$ cat src/rtl/serial_adder_pkg.sv
// Shared definitions for the bit-serial adder: FSM state encoding and the
// bit-counter width helper.
package serial_adder_pkg;

    typedef enum logic [1:0] {
        IDLE = 2'd0,
        RUN  = 2'd1,
        DONE = 2'd2
    } state_t;

    // Counter must hold 0..width-1; never narrower than one bit.
    function automatic int cnt_width(input int width);
        return (width > 2) ? $clog2(width) : 1;
    endfunction

endpackage

$ cat src/rtl/fulladder.sv
// One-bit full adder used as the per-bit datapath of serial_adder.
module fulladder (
    input  logic i_a,
    input  logic i_b,
    input  logic i_c,
    output logic o_s,
    output logic o_c
);

    logic w_p;

    assign w_p = i_a ^ i_b;
    assign o_s = w_p ^ i_c;
    assign o_c = (i_a & i_b) | (i_c & w_p);

endmodule

$ cat src/rtl/serial_adder.sv
// LSB-first bit-serial adder: accepts a+b+cin, produces sum/cout WIDTH cycles later.
// Optional signed-overflow output `ovf` when SERIAL_ADDER_OVF_EN is defined.
module serial_adder
    import serial_adder_pkg::*;
#(
    parameter int WIDTH = 8
) (
    input  logic             clk,
    input  logic             rst_n,
    input  logic             in_valid,
    output logic             in_ready,
    input  logic [WIDTH-1:0] a,
    input  logic [WIDTH-1:0] b,
    input  logic             cin,
    output logic             out_valid,
    input  logic             out_ready,
    output logic [WIDTH-1:0] sum,
    output logic             cout
`ifdef SERIAL_ADDER_OVF_EN
    ,
    output logic             ovf
`endif
);

    localparam int CW = cnt_width(WIDTH);

    state_t           r_state;
    state_t           w_state_next;
    logic [WIDTH-1:0] r_a;
    logic [WIDTH-1:0] r_b;
    logic [WIDTH-2:0] r_sum_sh;
    logic [WIDTH-1:0] r_sum;
    logic [CW-1:0]    r_cnt;
    logic             r_carry;
    logic             r_cout;
    logic             w_s;
    logic             w_co;
    logic             w_last;
    logic [WIDTH-1:0] w_sum_cat;

    fulladder u_fa (
        .i_a (r_a[0]),
        .i_b (r_b[0]),
        .i_c (r_carry),
        .o_s (w_s),
        .o_c (w_co)
    );

    assign w_last    = (r_cnt == CW'(WIDTH - 1));
    // On the final bit this is the complete sum: new MSB over the WIDTH-1 bits already shifted in.
    assign w_sum_cat = {w_s, r_sum_sh};

    assign in_ready  = (r_state == IDLE);
    assign out_valid = (r_state == DONE);
    assign sum       = r_sum;
    assign cout      = r_cout;

    always_ff @(posedge clk) begin
        if (!rst_n) begin
            r_state <= IDLE;
        end else begin
            r_state <= w_state_next;
        end
    end

    always_comb begin
        w_state_next = r_state;
        case (r_state)
            IDLE:    if (in_valid) w_state_next = RUN;
            RUN:     if (w_last) w_state_next = DONE;
            DONE:    if (out_ready) w_state_next = IDLE;
            default: w_state_next = IDLE;
        endcase
    end

    always_ff @(posedge clk) begin
        if (!rst_n) begin
            r_a      <= '0;
            r_b      <= '0;
            r_sum_sh <= '0;
            r_sum    <= '0;
            r_cnt    <= '0;
            r_carry  <= 1'b0;
            r_cout   <= 1'b0;
        end else begin
            case (r_state)
                IDLE: begin
                    if (in_valid) begin
                        r_a     <= a;
                        r_b     <= b;
                        r_carry <= cin;
                        r_cnt   <= '0;
                    end
                end
                RUN: begin
                    r_a      <= r_a >> 1;
                    r_b      <= r_b >> 1;
                    r_carry  <= w_co;
                    r_cnt    <= r_cnt + CW'(1);
                    r_sum_sh <= w_sum_cat[WIDTH-1:1];
                    if (w_last) begin
                        r_sum  <= w_sum_cat;
                        r_cout <= w_co;
                    end
                end
                default: ;
            endcase
        end
    end

`ifdef SERIAL_ADDER_OVF_EN
    logic r_ovf;

    // On the last bit r_carry is the carry into the MSB.
    always_ff @(posedge clk) begin
        if (!rst_n) begin
            r_ovf <= 1'b0;
        end else if (r_state == RUN && w_last) begin
            r_ovf <= r_carry ^ w_co;
        end
    end

    assign ovf = r_ovf;
`endif

endmodule

$ cat config.mk
export PLATFORM = sky130hd
export DESIGN_NAME = serial_adder
export DESIGN_NICKNAME = d
export VERILOG_FILES = /design/src/rtl/serial_adder_pkg.sv /design/src/rtl/fulladder.sv /design/src/rtl/serial_adder.sv
export SDC_FILE = /design/constraint.sdc
export NUM_CORES = 1
export LEC_CHECK = 0
export ABC_AREA = 1
export CAP_MARGIN = 5
export CORE_UTILIZATION = 45
export CTS_CLUSTER_SIZE = 40
export DETAILED_ROUTE_END_ITERATION = 12
export PLACE_DENSITY = 0.68
export SLEW_MARGIN = 20
export SYNTH_ARGS = -nofsm -noshare
export SYNTH_HDL_FRONTEND = slang
export SYNTH_SLANG_ARGS = --single-unit
$ cat constraint.sdc
create_clock -name clk -period 2.7 [get_ports clk]
set_input_delay 0.54 -clock clk [delete_from_list [all_inputs] [get_ports clk]]
set_output_delay 0.54 -clock clk [all_outputs]
set_load 0.05 [all_outputs]
[Word-level counts from Yosys, hierarchy flattened]
Index checks and enable logic that the tools add are counted.
Word-level totals
  register bits after elaboration: 38
  output and inout port bits: 11
Cells by class
  add/subtract/negate cells: 1
  equality and inequality tests: 6
  muxes and demuxes: 12
  bitwise logic cells: 5
  reductions and logical operators: 5
Operator list (count)
  $pmux 8 s2: 2
  $mux 8: 2
  $mux 2: 3
  $pmux 2 s3: 1
  $pmux 3 s2: 1
  $ne 2x2->1 const B: 2
  $reduce_and 2->1: 2
  $add 3x1->3 const B: 1
  $eq 3x3->1 const B: 1
  $mux 3: 1
  $reduce_and 3->1: 1
  $and 1x1->1: 2
  $eq 2x1->1 const B: 1
  $eq 2x2->1 const B: 1
  $logic_not 2->1: 1
  $ne 2x1->1 const B: 1
  $pmux 1 s2: 1
  $reduce_bool 2->1: 1
  $xor 1x1->1: 2
  $mux 1: 1
  $or 1x1->1: 1

[Longest topological paths before layout]
  depth after elaboration: 4
  mapped depth: 6
  gate-level depth less buffers: 5

[Cells and area by module]
Synthesis repeated with hierarchy kept, for this count alone.
Unflattened totals
  cells, all modules: 273
  area, all modules: 1793.0 µm²
By module, submodules not included
  serial_adder: times used 1, cells each 272, area an instance 1773.0 µm², seq. area each 760.7 µm²
  fulladder: times used 1, cells each 1, area an instance 20.0 µm², seq. area each 0.0 µm²

[Worst setup path before layout]
Ideal clock, no wire load.
  kind: reg2out
  start: register r_state[0]
  end: output in_ready
  arrival: 1.149 ns
  setup slack: 1.011 ns
  cell stages (with the launch flop): 3
  cells stage by stage: dfxtp_1 buf_6 nor2_1
On the way
  cells in the longest elaborated chain, start to end: 1
RTL lines
  start, declared: line serial_adder.sv:27  | state_t r_state;
  start signal, assigned: line serial_adder.sv:62  | r_state <= w_state_next;
  $logic_not 2->1: line serial_adder.sv:53  | assign in_ready = (r_state == IDLE);
  end, declared: line serial_adder.sv:11  | output logic in_ready,
Every way passes these cells.

[Final worst setup path]
  start: register r_state[1]
  end: output out_valid
On the way
  cells in the longest elaborated chain, start to end: 1
RTL lines
  $eq 2x2->1: line serial_adder.sv:54  | assign out_valid = (r_state == DONE);
  end, declared: line serial_adder.sv:15  | output logic out_valid,
Every way passes these cells.

==> flow_metrics.env <==
export IMPL_status="finished clean"
export IMPL_p_sw_share_pct=25.0
export IMPL_timing_reg2reg_setup_slack_ns=1.11
export IMPL_fin_setup_tns_ns=0
export IMPL_final_cell_mix="nand2_1 (75), inv_1 (38), dfxtp_1 (38), nor2_1 (35), clkdlybuf4s50_1 (31)"
export IMPL_multi_input_area_sq_um=761
export IMPL_cp_arrival_ns=1.68
export IMPL_min_period_ns=2.22
export IMPL_intPower_uw=945
export IMPL_post_cts_buffers=0
export IMPL_cts_resized=0
export IMPL_ys_warn_count=0
export IMPL_dp_hpwl_um=2140
export IMPL_required_ns=2.16
export IMPL_wire_per_inst_um=9.60
export IMPL_clock_path_buffers=2
export IMPL_numCtsBuffers=5
export IMPL_path_cells="inv_1 -> nor2_1 -> clkdlybuf4s50_1"
export IMPL_syn_avg_cell_area_sq_um=6.83
export IMPL_cts_tree="built"
export IMPL_power_uw=1260
export IMPL_cap_violations=0
export IMPL_ys_seq_elements=38
export IMPL_rsz0062_at_grt="no"
export IMPL_dr_pass1_iters=4
export IMPL_power_frac_comb_pct=14.0
export IMPL_rows=22
export IMPL_die_y_um=64.3
export IMPL_cpMaxStageDelayCell="clkdlybuf4s50_1"
export IMPL_p_leak_uw=0.000978
export IMPL_synthesis_nets=280
export IMPL_stdcell_count=334
export IMPL_path_class="reg2out"
export IMPL_place_inst=326
export IMPL_h_tree_depth=2
export IMPL_finalSetupViolations=0
export IMPL_final_max_slew_violation_count=0
export IMPL_crit_path_max_incr_delay_ns=0.82
export IMPL_end_kind="output port"
export IMPL_clkLatencyLatePin_ns=0.29
export IMPL_synth_distinct_cells=16
export IMPL_clock_fmax_mhz=451
export IMPL_grt_max_degree=37
export IMPL_dieArea_sq_um=4140
export IMPL_dr_first_iter_drc_count=53
export IMPL_viasPerCell=4.47
export IMPL_hp_class="reg2reg"
export IMPL_io_pins=32
export IMPL_grt_use_total_pct=18.0
export IMPL_remaining_drc_errors=0
export IMPL_nets=309
export IMPL_pwr_share_clk_pct=37.4
export IMPL_num_vias=1494
export IMPL_gp_congestion=0.724
export IMPL_peakVddDrop_mv=0.377
export IMPL_synth_cells=256
export IMPL_io_buffers=31
export IMPL_drive_above_1_share_pct=7.69
export IMPL_wl_um=3210
export IMPL_root_buffer="clkbuf_8"
export IMPL_ys_seq_area_share_pct=43.5
export IMPL_min_period_over_period_pct=82.1
export IMPL_tightest_slew_ns=0.676
export IMPL_clkTransAtPathRegs_ns=0.07
export IMPL_fill_cells=369
export IMPL_n_antenna_cell=0
export IMPL_antenna_found_initial=0
export IMPL_relSlewSlack_pct=54.8
export IMPL_grt_pass1_wl_um=5750
export IMPL_critPathMaxFanout=3
export IMPL_grt_pass1_vias=1360
export IMPL_hold_buffers=0
export IMPL_final_common_cell="nand2_1"
export IMPL_p_seq_share_pct=48.6
export IMPL_clkSinkCount=38
export IMPL_drtAntennaViolNets=0
export IMPL_initial_utilization_pct=47.4
export IMPL_final_hold_viol_count=0
export IMPL_syn_cell_area_sq_um=1750
export IMPL_core_area_sq_um=3690
export IMPL_die_w_um=64.3
export IMPL_p_per_area_nw_per_um2=580
export IMPL_regArea_sq_um=761
export IMPL_finalClockSkew_ns=0.00396
export IMPL_start_kind="flip-flop"
export IMPL_p_sw_uw=315
export IMPL_area_growth_pct=24.3
export IMPL_gr_total_overflow=0
-- power by group through the flow --
stage / clock network [uW] / registers, uW / logic [uW]
2_1_floorplan: 0 / 621 / 131
3_3_place_gp: 0 / 624 / 176
3_5_place_dp: 0 / 625 / 178
4_1_cts: 485 / 612 / 179
5_1_grt: 506 / 616 / 204
6_report: 471 / 612 / 177
-- final timing paths --
check	cells past startpoint	end	start
max reg2reg	7	sum[1]$_SDFFE_PN0P_	r_state[0]$_SDFFE_PN0P_
max	3	out_valid	r_state[1]$_SDFFE_PN0P_
min reg2reg	2	sum[5]$_SDFFE_PN0P_	sum[5]$_SDFFE_PN0P_
min	2	sum[5]$_SDFFE_PN0P_	sum[5]$_SDFFE_PN0P_
-- Yosys cell counts --
| cell | instances | area, sq um |
|---|---|---|
| nor2_1 | 35 | 131 |
| o21ai_4 | 1 | 16.3 |
| a21oi_1 | 25 | 125 |
| ha_1 | 2 | 25.0 |
| fa_1 | 1 | 20.0 |
| nand2_1 | 75 | 282 |
| buf_1 | 1 | 3.75 |
| clkbuf_1 | 4 | 15.0 |
| buf_6 | 4 | 45.0 |
| o21ai_0 | 8 | 40.0 |
| nand3_1 | 11 | 55.1 |
| buf_2 | 4 | 20.0 |
| a21oi_2 | 4 | 35.0 |
| nand2_2 | 5 | 31.3 |
| inv_1 | 38 | 143 |
| dfxtp_1 | 38 | 761 |
-- registers in the layout, summed over array words and instances, names as in the netlist --
| name | flops |
|---|---|
| r_sum_sh | 7 |
| r_cnt | 3 |
| r_b | 8 |
| r_a | 8 |
| sum | 8 |
| cout | 1 |
| r_carry | 1 |
| r_state | 2 |
-- cell type report --
cell class / instances / area share [%]
Inverter: 38 / 6.56
Tap cell: 48 / 2.76
Timing Repair Buffer: 35 / 15.7
Clock inverter: 3 / 1.84
Sequential cell: 38 / 35.0
Multi-Input combinational cell: 167 / 35.0
Clock buffer: 5 / 3.17
-- critical path: cells and delay by family, from the launching register on --
family	cells	cell delay, ns
buffers and inverters	2	0.91
flip-flops	1	0.35
AND/OR/NAND/NOR	1	0.13
-- stage by stage --
step	worst slack, ns	area (sq um)	hold WS [ns]	utilization (%)
final	0.483	2170	0.463	58.9
after global routing	0.391	2170	0.488	58.9
after CTS	0.452	2170	0.464	58.9
after detailed placement	0.777	2060	0.453	56.0
after global placement	0.802	2060	0.450	56.0
after floorplan	1.01	1750	0.444	-
-- kinds of logic (layout without fill, tap and decap cells) --
family / count (synthesis) / after routing / share of synthesized area [%]
adders and majority gates: 3 / 3 / 2.58
and+or+nand+nor: 126 / 126 / 28.6
AOI/OAI and AO/OA: 38 / 38 / 12.4
buffers and inverters: 51 / 81 / 13.0
DFF: 38 / 38 / 43.5
-- per-layer routing --
layer	vias up	wire length (um)	GRT usage (%)
met5	-	0	0
met4	0	53	6.67
met3	5	100	5.36
met2	26	1460	30.1
met1	636	1600	21.5
li1	827	-	-
(Power assumes the default switching activity.)
